File: config.mk
export PLATFORM = sky130hd
export DESIGN_NAME = ifu_fetch
export DESIGN_NICKNAME = d
export VERILOG_FILES = /design/src/rtl/ifu_fetch.sv
export SDC_FILE = /design/constraint.sdc
export NUM_CORES = 1
export LEC_CHECK = 0
export CORE_MARGIN = 4
export CORE_UTILIZATION = 46
export DETAILED_ROUTE_END_ITERATION = 7
export PLACE_DENSITY = 0.83
export SYNTH_ARGS = -nofsm -noshare
export SYNTH_HDL_FRONTEND = slang
export SYNTH_SLANG_ARGS = --single-unit
export TNS_END_PERCENT = 30
File: constraint.sdc
create_clock -name clk -period 4.3 [get_ports clk]
set_input_delay 0.86 -clock clk [delete_from_list [all_inputs] [get_ports clk]]
set_output_delay 0.86 -clock clk [all_outputs]
set_load 0.01 [all_outputs]
File: src/rtl/ifu_fetch.sv
// rtl/ifu_fetch.sv - instruction fetch stage: PC, single-outstanding ibus fetch, 2-entry output queue
// Handles hold backpressure and jump redirect, discarding fetches made stale by a jump.
module ifu_fetch #(
  parameter logic [31:0] RESET_PC = 32'h0000_0000,
  parameter logic [31:0] INST_NOP = 32'h0000_0013
) (
  input  logic        clk,
  input  logic        rst,
  input  logic        hold,
  input  logic        jump,
  input  logic [31:0] jump_addr,
  output logic        ibus_req,
  output logic [31:0] ibus_addr,
  input  logic        ibus_gnt,
  input  logic        ibus_rvalid,
  input  logic [31:0] ibus_rdata,
  output logic [31:0] inst_o,
  output logic [31:0] addr_o,
  output logic        valid_o
);

  typedef enum logic [1:0] {IDLE, WAIT, FLUSH} state_t;

  state_t      state, state_nxt;
  logic [31:0] pc, pc_nxt;
  logic [31:0] req_pc, req_pc_nxt;
  logic [31:0] q_inst [2];
  logic [31:0] q_addr [2];
  logic        head;
  logic        tail;
  logic [1:0]  count;
  logic        pop, push, still_out, credit_ok, req_c;
  logic [2:0]  next_occ;

  assign valid_o = (count != 2'd0);
  assign inst_o  = valid_o ? q_inst[head] : INST_NOP;
  assign addr_o  = valid_o ? q_addr[head] : 32'h0;
  // With at most two entries, the free slot sits at head+count (mod 2).
  assign tail    = head ^ count[0];

  always_comb begin
    pop       = valid_o && !hold && !jump;
    push      = (state == WAIT) && ibus_rvalid && !jump;
    still_out = (state != IDLE) && !ibus_rvalid;
    next_occ  = {1'b0, count} - {2'b00, pop} + {2'b00, push};
    credit_ok = (next_occ + {2'b00, still_out}) < 3'd2;
  end

  always_comb begin
    state_nxt  = state;
    pc_nxt     = pc;
    req_pc_nxt = req_pc;
    req_c      = 1'b0;
    if (jump) begin
      pc_nxt = jump_addr & 32'hFFFF_FFFC;
      // A request still owed by memory must be drained before fetching again.
      if ((state != IDLE) && !ibus_rvalid) state_nxt = FLUSH;
      else                                 state_nxt = IDLE;
    end else begin
      case (state)
        IDLE: begin
          req_c = credit_ok;
          if (credit_ok && ibus_gnt) begin
            req_pc_nxt = pc;
            pc_nxt     = pc + 32'd4;
            state_nxt  = WAIT;
          end
        end
        WAIT: begin
          if (ibus_rvalid) begin
            req_c = credit_ok;
            if (credit_ok && ibus_gnt) begin
              req_pc_nxt = pc;
              pc_nxt     = pc + 32'd4;
            end else begin
              state_nxt = IDLE;
            end
          end
        end
        FLUSH: begin
          if (ibus_rvalid) state_nxt = IDLE;
        end
        default: state_nxt = IDLE;
      endcase
    end
  end

  assign ibus_req  = req_c && !rst;
  assign ibus_addr = pc;

  always_ff @(posedge clk) begin
    if (rst) begin
      state  <= IDLE;
      pc     <= RESET_PC;
      req_pc <= RESET_PC;
      head   <= 1'b0;
      count  <= 2'd0;
    end else begin
      state  <= state_nxt;
      pc     <= pc_nxt;
      req_pc <= req_pc_nxt;
      if (jump) begin
        head  <= 1'b0;
        count <= 2'd0;
      end else begin
        if (pop) head <= ~head;
        count <= next_occ[1:0];
      end
    end
  end

  always_ff @(posedge clk) begin
    if (!rst && push) begin
      q_inst[tail] <= ibus_rdata;
      q_addr[tail] <= req_pc;
    end
  end

endmodule

==> out/summary.txt, run 1 <==
Overflow after GRT: 0
DIE HEIGHT: 138 um
dpl cells: 976
first-pass GRT wire length: 26.0 mm
outcome: finished, final reports clean
Util after Layout: 62.5%
Pre-antenna DRT Iters: 5
Detail Placement HPWL: 11.2 mm
clock slew at the register clock pins of the worst setup and hold paths: 0.07 ns
crit path time final: 4.22 ns
CTS buffer count: 17
port buffer count: 161
register area: 0.00505 mm^2
GP Congestion: 0.811
largest net degree at the start of global routing: 63
cells on worst reg2reg path: 11
Post-Syn Area: 0.00775 mm^2
fill cell count: 1,272
Seq/Total Area, Yosys: 65.1%
Final ANT Viol Nets: 0
Bufs on Longest Clock Path: 2
core box area: 0.0165 mm^2
crit end category: flop
CP endpoint: ibus_addr[22]
CTS tree: built
unrepaired setup endpoints after global routing: true
top post-synthesis cells by area: edfxtp_1 48%, dfxtp_1 17%, mux2i_1 12%
Post-Place Worst Slack: -0.725 ns
CTS H-tree depth: 4
max cap viols: 0
R2R Setup Slk: 0.46 ns
ys async rst share: 0%
Worst-Margin Slew: 0.757 ns
DRT iter0 DRCs: 305
initial antenna violation count: 1
most common cell after layout, fill and taps aside: clkdlybuf4s50_1
CP max FO: 8
critical path launch point type: primary input
worst hold slack: 0.458 ns
Synth warnings: 0
synthesized area per cell: 12.6 um^2
WL per Instance: 16.9 um
latest clock arrival within the worst-skew pair: 0.44 ns
Global Route Usage Sum: 18.0%
Max IR drop VDD: 0.299 mV
total power: 3.85 mW
Die Wd: 138 um
die area: 0.0190 mm^2
area of the multi-input gates: 0.00257 mm^2
total wire length: 17.1 mm
DRC: 0
hold buffers post-CTS: 0
Setup-failing EPs final: 0
CP arrival: 4.57 ns
Fin. Hold Viols: 0
Layout area overhead: 33.3%
Core Rows: 47
Reg2Reg Capture Point: ibus_addr[22]
root buffer cell: clkbuf_16
largest area contributor in the netlist: edfxtp_1
Setup crit start: hold
slew margin rel.: 49.6%
hold crit path type: reg -> reg
final non-filler cell total: 1,011
layout cells sized above 1: 9.37%
P_leak: 3.32 nW
Worst EP required: 4.65 ns
final slew viol count: 0
commonest cells after routing, fill and taps aside: 157 x clkdlybuf4s50_1, 124 x edfxtp_1, 122 x nor2_1
Vias/cell: 5.20
crit path kind: in -> reg
Crit Reg-Reg Startpoint: state[1]
Setup WS post-layout: 0.0767 ns
vias in the first global route: 5,095
fin crit share: 98.2%
CTS Sinks: 190
register bit total from synthesis: 190
nets: 852
synth unique cells: 42
Yosys top cell area share: 48.1%
Pwr Density: 373 mW/mm^2
Initial Util: 46.9%
Top FF cell, synth: edfxtp_1
Fmax: 237 MHz
cell count after synthesis: 613
Final Skew: 0.00920 ns
io pins: 168
EDFF count, synth: 124
total number of vias: 5,259
[through the flow]
step                TNS (ns)  cell area (um^2)
finish                     0             10300
global route         -0.0545             10300
CTS                        0             10300
detailed placement    -16.25              9670
global placement      -11.27              9670
floorplan              -8.51              7760
[per-layer routing]
| layer | up-vias | part of all wire (%) | global-route usage (%) |
|---|---|---|---|
| li1 | 2555 | - | - |
| met1 | 2482 | 42 | 22.1 |
| met2 | 197 | 48 | 30.4 |
| met3 | 25 | 7.6 | 5.00 |
| met4 | 0 | 1.9 | 6.70 |
| met5 | - | 0 | 0 |
[power by group]
| part | internal, mW | switching [mW] | leakage (nW) |
|---|---|---|---|
| combinational | 0.145 | 0.111 | 1.43 |
| clock | 0.848 | 0.727 | 0.298 |
| sequential | 1.97 | 0.0457 | 1.59 |
| total | 2.96 | 0.884 | 3.32 |
[cells by family after synthesis]
kind of cell             Yosys count  synth area share, %
XOR/XNOR                          20                 2.44
other                              1               0.0484
flip-flops                       190                 65.1
adder cells (fa/ha/maj)            5                0.904
buffers and inverters             53                 2.91
AO/OA/AOI/OAI                     45                 4.18
AND/OR/NAND/NOR                  205                 12.3
multiplexers                      94                 12.1
[cells in the mapped netlist (8+ instances only)]
library cell  number
edfxtp_1         124
nor2_1           124
mux2i_1           94
dfxtp_1           66
clkbuf_1          27
xnor2_1           18
a211oi_1          17
nand2_1           14
inv_1             12
a311oi_1          11
nor3_1            11
nand3_1           10
o21ai_0           10
or3_1             10
nor4_1             8
[worst max-delay path, stage by stage]
cell and delay [ns]:
clkdlybuf4s50_1 0.48, nor3_2 0.05, ha_1 0.28, inv_1 0.04, ha_1 0.18, fa_1 0.54, ha_1 0.17, xnor3_2 0.28
or3b_4 0.46, or4b_4 0.60, or3_1 0.38, a311oi_1 0.25
[worst min-delay path by stage]
stage / from / to / slack [ns] / cells after the start
final: req_pc[21] / q_addr[0][21] / 0.46 / 0
after global routing: req_pc[25] / q_addr[0][25] / 0.47 / 0
after CTS: req_pc[21] / q_addr[0][21] / 0.46 / 0
after detailed placement: req_pc[3] / q_addr[0][3] / 0.44 / 0
after global placement: req_pc[4] / q_addr[1][4] / 0.43 / 0
after floorplan: req_pc[10] / q_addr[0][10] / 0.42 / 0
[layout make-up]
cell class                 instances  area share [%]
antenna                            1          0.0242
tap                              220            2.67
sequential                       190            48.9
clock inverter                    14            1.54
clock buffer                      18            4.25
timing repair buffer             182            17.3
multi-input combinational        374            24.9
inverter                          12           0.436
[registers in the layout (all words and copies together), names as in the netlist, named ones only]
name       count
ibus_addr     30
count          2
head           1
q_inst        64
req_pc        30
q_addr        60
state          2
[repair_timing]
item / CTS / global route
pin swaps: 2 / 5
setup buffers: 1 / 1
resized for setup: 7 / 9
endpoints found under the setup margin: 9 / 21
gates cloned: 0 / 1
Note: power is estimated with default switching activity, not from simulation.
==> run 2: changes to the inputs <==
clock period = 3.4 ns   (was 4.3 ns; I/O delays follow)
==> out/summary.txt, run 2 (synthesis results as in run 1) <==
antenna cell count: 0 (-1)
slew margin rel.: 52.6% (+3.1 points)
final slew viol count: 0 (unchanged)
Final ANT Viol Nets: 0 (unchanged)
WL per Instance: 18.5 um (+9.4%)
CP top delay family: simple AND/OR/NAND/NOR gates
CP max stage cell: or4b_4
Biggest register: q_inst
outcome: finished with violations
commonest cells after routing, fill and taps aside: 156 x clkdlybuf4s50_1, 124 x edfxtp_1, 117 x nor2_1
Final Skew: 0.00813 ns (-0.00107 ns)
Cell Chain, Critical Path: buf_8 -> inv_4 -> nand4b_1 -> ha_1 -> inv_1 -> ha_2 -> fa_1 -> ha_2 -> xnor3_1 -> or3b_4 -> or4b_4 -> or3_1 -> a311oi_1
Setup crit start: jump
CTS tree: built
Setup-failing EPs final: 51 (+51)
Setup WS post-layout: -0.305 ns (-0.382 ns)
post-route design area: 0.0109 mm^2 (+5.4%)
CTS H-tree depth: 4 (unchanged)
critical path launch point type: primary input
Fin. Hold Viols: 0 (unchanged)
layout cells sized above 1: 17.5% (+8.2 points)
hold buffers post-CTS: 0 (unchanged)
clock slew at the register clock pins of the worst setup and hold paths: 0.07 ns (about the same)
Max IR drop VDD: 0.369 mV (+23%)
fill cell count: 1,193 (-6.2%)
latest clock arrival within the worst-skew pair: 0.43 ns (about the same)
crit end category: flop
hold crit path type: reg -> reg
DIE HEIGHT: 138 um (unchanged)
Detail Placement HPWL: 11.8 mm (+4.9%)
Bufs on Longest Clock Path: 2 (unchanged)
dpl cells: 984 (+0.82%)
Pre-antenna DRT Iters: 7 (+2)
WP depth: 13 (+1)
violated checks: setup timing
CTS buffer count: 17 (unchanged)
DRT iter0 DRCs: 432 (+42%)
most common cell after layout, fill and taps aside: clkdlybuf4s50_1
DRC: 0 (unchanged)
final non-filler cell total: 1,052 (+4.1%)
Worst-Margin Slew: 0.711 ns (-0.0458 ns)
Setup TNS: -10.67 ns (-10.67 ns)
Critical path buffers and inverters: 3 (+1)
crit-path max cell delay: 0.60 ns (about the same)
CTS Sinks: 190 (unchanged)
Pwr Density: 440 mW/mm^2 (+18%)
placement-stage cell area: 0.00974 mm^2 (+0.75%)
Vias/cell: 5.40 (+3.7%)
fin crit share: 109%
Fmax: 270 MHz
initial antenna violation count: 0 (-1)
total number of vias: 5,676 (+7.9%)
vias in the first global route: 5,477 (+7.5%)
Initial Util: 46.9% (unchanged)
Global Route Usage Sum: 19.5% (+1.5 points)
max reg flops: 64 (unchanged)
total wire length: 19.5 mm (+14%)
crit path kind: in -> reg
Die Wd: 138 um (unchanged)
unrepaired setup endpoints after global routing: true
crit path time final: 3.71 ns
die area: 0.0190 mm^2 (unchanged)
io pins: 168 (unchanged)
CP max FO: 8 (unchanged)
area of the multi-input gates: 0.00274 mm^2 (+6.5%)
nets: 894 (+4.9%)
register area: 0.00505 mm^2 (about the same)
Worst EP required: 3.73 ns (-0.92 ns)
Hold Path Origin: req_pc[4]
core box area: 0.0165 mm^2 (unchanged)
cells on worst reg2reg path: 11 (unchanged)
Worst Hold Depth: 0 (unchanged)
largest net degree at the start of global routing: 63 (unchanged)
Overflow after GRT: 0 (unchanged)
Layout area overhead: 40.5%
CP dominant cell by count: ha_2
Util after Layout: 65.9% (+3.4 points)
P_leak: 3.54 nW (+6.8%)
Crit Reg-Reg Startpoint: state[1]
GP Congestion: 0.834 (+2.8%)
Regs by FF count: q_inst: 64 flops, q_addr: 60 flops
total power: 4.78 mW (+24%)
port buffer count: 161 (unchanged)
first-pass GRT wire length: 28.5 mm (+9.4%)
Core Rows: 47 (unchanged)
CP arrival: 4.04 ns (-0.53 ns)
max cap viols: 0 (unchanged)
root buffer cell: clkbuf_16
## run 2: layout make-up
class                   instances  share of cell area, %
clock buffers                  18                   4.04
clock inverters                14                  0.989
repair buffers                224                   20.4
multi-input cells             374                   25.2
flip-flops and latches        190                   46.4
inverters                      12                  0.437
well taps                     220                   2.53
## run 2: power by group
group	switching, mW	internal [mW]	total, mW
Sequential	0.0615	2.49	2.55
Combinational	0.172	0.227	0.399
Clock	0.866	0.965	1.83
Total	1.10	3.69	4.78
## run 2: per-stage QoR
step	setup slack, ns	hold slack (ns)
6_report	-0.305	0.450
5_1_grt	-0.352	0.474
4_1_cts	-0.337	0.452
3_5_place_dp	-1.29	0.441
3_3_place_gp	-1.25	0.433
2_1_floorplan	-0.857	0.425
## run 2: timing repair
action | CTS | global route
hold endpoints to repair | 0 | 0
pin swaps | 23 | 18
buffers inserted | 26 | 8
endpoints found under the setup margin | 61 | 61
gates cloned | 2 | 5
gates resized for setup | 50 | 25
## run 2: worst reg2reg max path, delay by kind of cell, from the launching register on
kind | cells | cell delay [ns]
AND/OR/NAND/NOR | 4 | 1.59
adder cells (fa/ha/maj) | 4 | 1.19
flip-flops | 1 | 0.32
AO/OA/AOI/OAI | 1 | 0.25
XOR/XNOR | 1 | 0.22
buffers and inverters | 1 | 0.04
## run 2: path summary, 6_finish.rpt
kind	to	slack, ns
min reg2reg	q_addr[1][4]	0.45
min	q_addr[1][4]	0.45
max	ibus_addr[22]	-0.31
max reg2reg	ibus_addr[22]	-0.29
## run 2: per-layer routing
layer,track usage (%),up-vias,part of all wire [%]
li1,-,2644,-
met2,33.3,251,49
met4,7.19,0,2.1
met3,4.46,43,8.4
met1,24.1,2738,40
met5,0,-,0
==> run 3: changes to the inputs <==
TNS_END_PERCENT = not set   (was 30)
clock period = 3.1 ns   (was 3.4 ns; I/O delays follow)
==> out/summary.txt, run 3 (synthesis results as in run 1) <==
nets: 863 (-3.5%)
root buffer cell: clkbuf_16
commonest cells after routing, fill and taps aside: 156 x clkdlybuf4s50_1, 124 x edfxtp_1, 121 x nor2_1
first-pass GRT wire length: 28.1 mm (-1.3%)
Bufs on Longest Clock Path: 2 (unchanged)
clock slew at the register clock pins of the worst setup and hold paths: 0.07 ns (about the same)
Fin. Hold Viols: 0 (unchanged)
violated checks: setup timing
Setup WS post-layout: -0.632 ns (-0.327 ns)
Util after Layout: 64.3% (-1.5 points)
Detail Placement HPWL: 12.5 mm (+6.2%)
Initial Util: 46.9% (unchanged)
max cap viols: 0 (unchanged)
fill cell count: 1,217 (+2.0%)
Pwr Density: 503 mW/mm^2 (+15%)
Core Rows: 47 (unchanged)
Final Skew: 0.0132 ns (+0.00511 ns)
hold buffers post-CTS: 0 (unchanged)
Regs by FF count: q_inst: 64 flops, q_addr: 60 flops
CP arrival: 4.00 ns (-0.04 ns)
crit path time final: 3.73 ns
DIE HEIGHT: 138 um (unchanged)
fin crit share: 120%
Worst EP required: 3.36 ns (-0.37 ns)
initial antenna violation count: 0 (unchanged)
GP Congestion: 0.837 (+0.34%)
total number of vias: 5,366 (-5.5%)
Final ANT Viol Nets: 0 (unchanged)
io pins: 168 (unchanged)
outcome: finished with violations
core box area: 0.0165 mm^2 (unchanged)
vias in the first global route: 5,449 (-0.51%)
P_leak: 3.39 nW (-4.2%)
layout cells sized above 1: 14.1% (-3.4 points)
max reg flops: 64 (unchanged)
CP max FO: 5 (-3)
Worst-Margin Slew: 0.685 ns (-0.0257 ns)
Biggest register: q_inst
slew margin rel.: 54.3% (+1.7 points)
largest net degree at the start of global routing: 63 (unchanged)
crit path kind: in -> reg
DRC: 0 (unchanged)
Vias/cell: 5.25 (-2.7%)
Setup-failing EPs final: 62 (+22%)
hold crit path type: reg -> reg
Layout area overhead: 37.2%
Setup TNS: -29.34 ns (-18.67 ns)
CTS buffer count: 17 (unchanged)
CTS tree: built
most common cell after layout, fill and taps aside: clkdlybuf4s50_1
Pre-antenna DRT Iters: 4 (-3)
critical path launch point type: primary input
WL per Instance: 17.9 um (-3.2%)
final slew viol count: 0 (unchanged)
unrepaired setup endpoints after global routing: true
die area: 0.0190 mm^2 (unchanged)
Global Route Usage Sum: 19.5% (-0.023 points)
Fmax: 268 MHz
Die Wd: 138 um (unchanged)
CTS Sinks: 190 (unchanged)
Max IR drop VDD: 0.392 mV (+6.4%)
total wire length: 18.3 mm (-6.0%)
latest clock arrival within the worst-skew pair: 0.43 ns (about the same)
Overflow after GRT: 0 (unchanged)
worst hold slack: 0.461 ns (+0.0112 ns)
Post-Place Worst Slack: -1.49 ns (-0.195 ns)
port buffer count: 161 (unchanged)
crit end category: flop
R2R Setup Slk: -0.63 ns (-0.34 ns)
DRT iter0 DRCs: 277 (-36%)
CTS H-tree depth: 4 (unchanged)
run 3: final timing paths:
path	from	end	cells past startpoint
max	hold	ibus_addr[24]	14
min	req_pc[15]	q_addr[1][15]	0
max reg2reg	count[1]	ibus_addr[24]	14
min reg2reg	req_pc[15]	q_addr[1][15]	0
run 3: critical path, stage by stage:
cell           delay (ns)
dlygate4sd2_1        0.25
nor3_2               0.16
ha_1                 0.27
inv_1                0.06
ha_2                 0.17
fa_2                 0.47
ha_4                 0.18
xnor3_1              0.19
buf_4                0.14
or3b_4               0.39
or4b_4               0.57
buf_4                0.18
o21ai_0              0.22
a311oi_2             0.12
run 3: layout make-up:
type                    count  area, um^2  area share (%)
clock buffers              17         425            4.00
flip-flops and latches    190        5050            47.5
repair buffers            193        1900            17.9
well taps                 220         275            2.59
diodes                      1        2.50          0.0235
multi-input cells         374        2740            25.8
clock inverters            15         174            1.64
inverters                  12        57.6           0.541
run 3: where the power goes:
group / switching, mW / leakage (nW) / total [mW] / internal [mW]
sequential: 0.0579 / 1.59 / 2.79 / 2.73
combinational: 0.179 / 1.50 / 0.391 / 0.213
clock: 0.955 / 0.298 / 2.17 / 1.22
run 3: what timing repair did:
item                       CTS  global route
gates resized for setup     19            15
pin swaps                   15            11
buffers inserted             4             0
setup endpoints to repair   62            62
cloned                       1             0
run 3: per-stage QoR:
stage	cells	power [mW]	area [um^2]
final	1022	5.35	10600
after global routing	1021	5.54	10600
after CTS	1021	5.39	10600
after floorplan	616	3.00	7940
after global placement	985	3.22	9910
after detailed placement	985	3.23	9910
run 3: layer usage:
layer / routed length, um / vias to the layer above / share of wire (%) / track usage, %
li1: - / 2573 / - / -
met1: 7470 / 2595 / 41 / 23.3
met2: 9190 / 168 / 50 / 32.9
met3: 1220 / 30 / 6.7 / 5.70
met4: 408 / 0 / 2.2 / 8.01
met5: 0 / - / 0 / 0
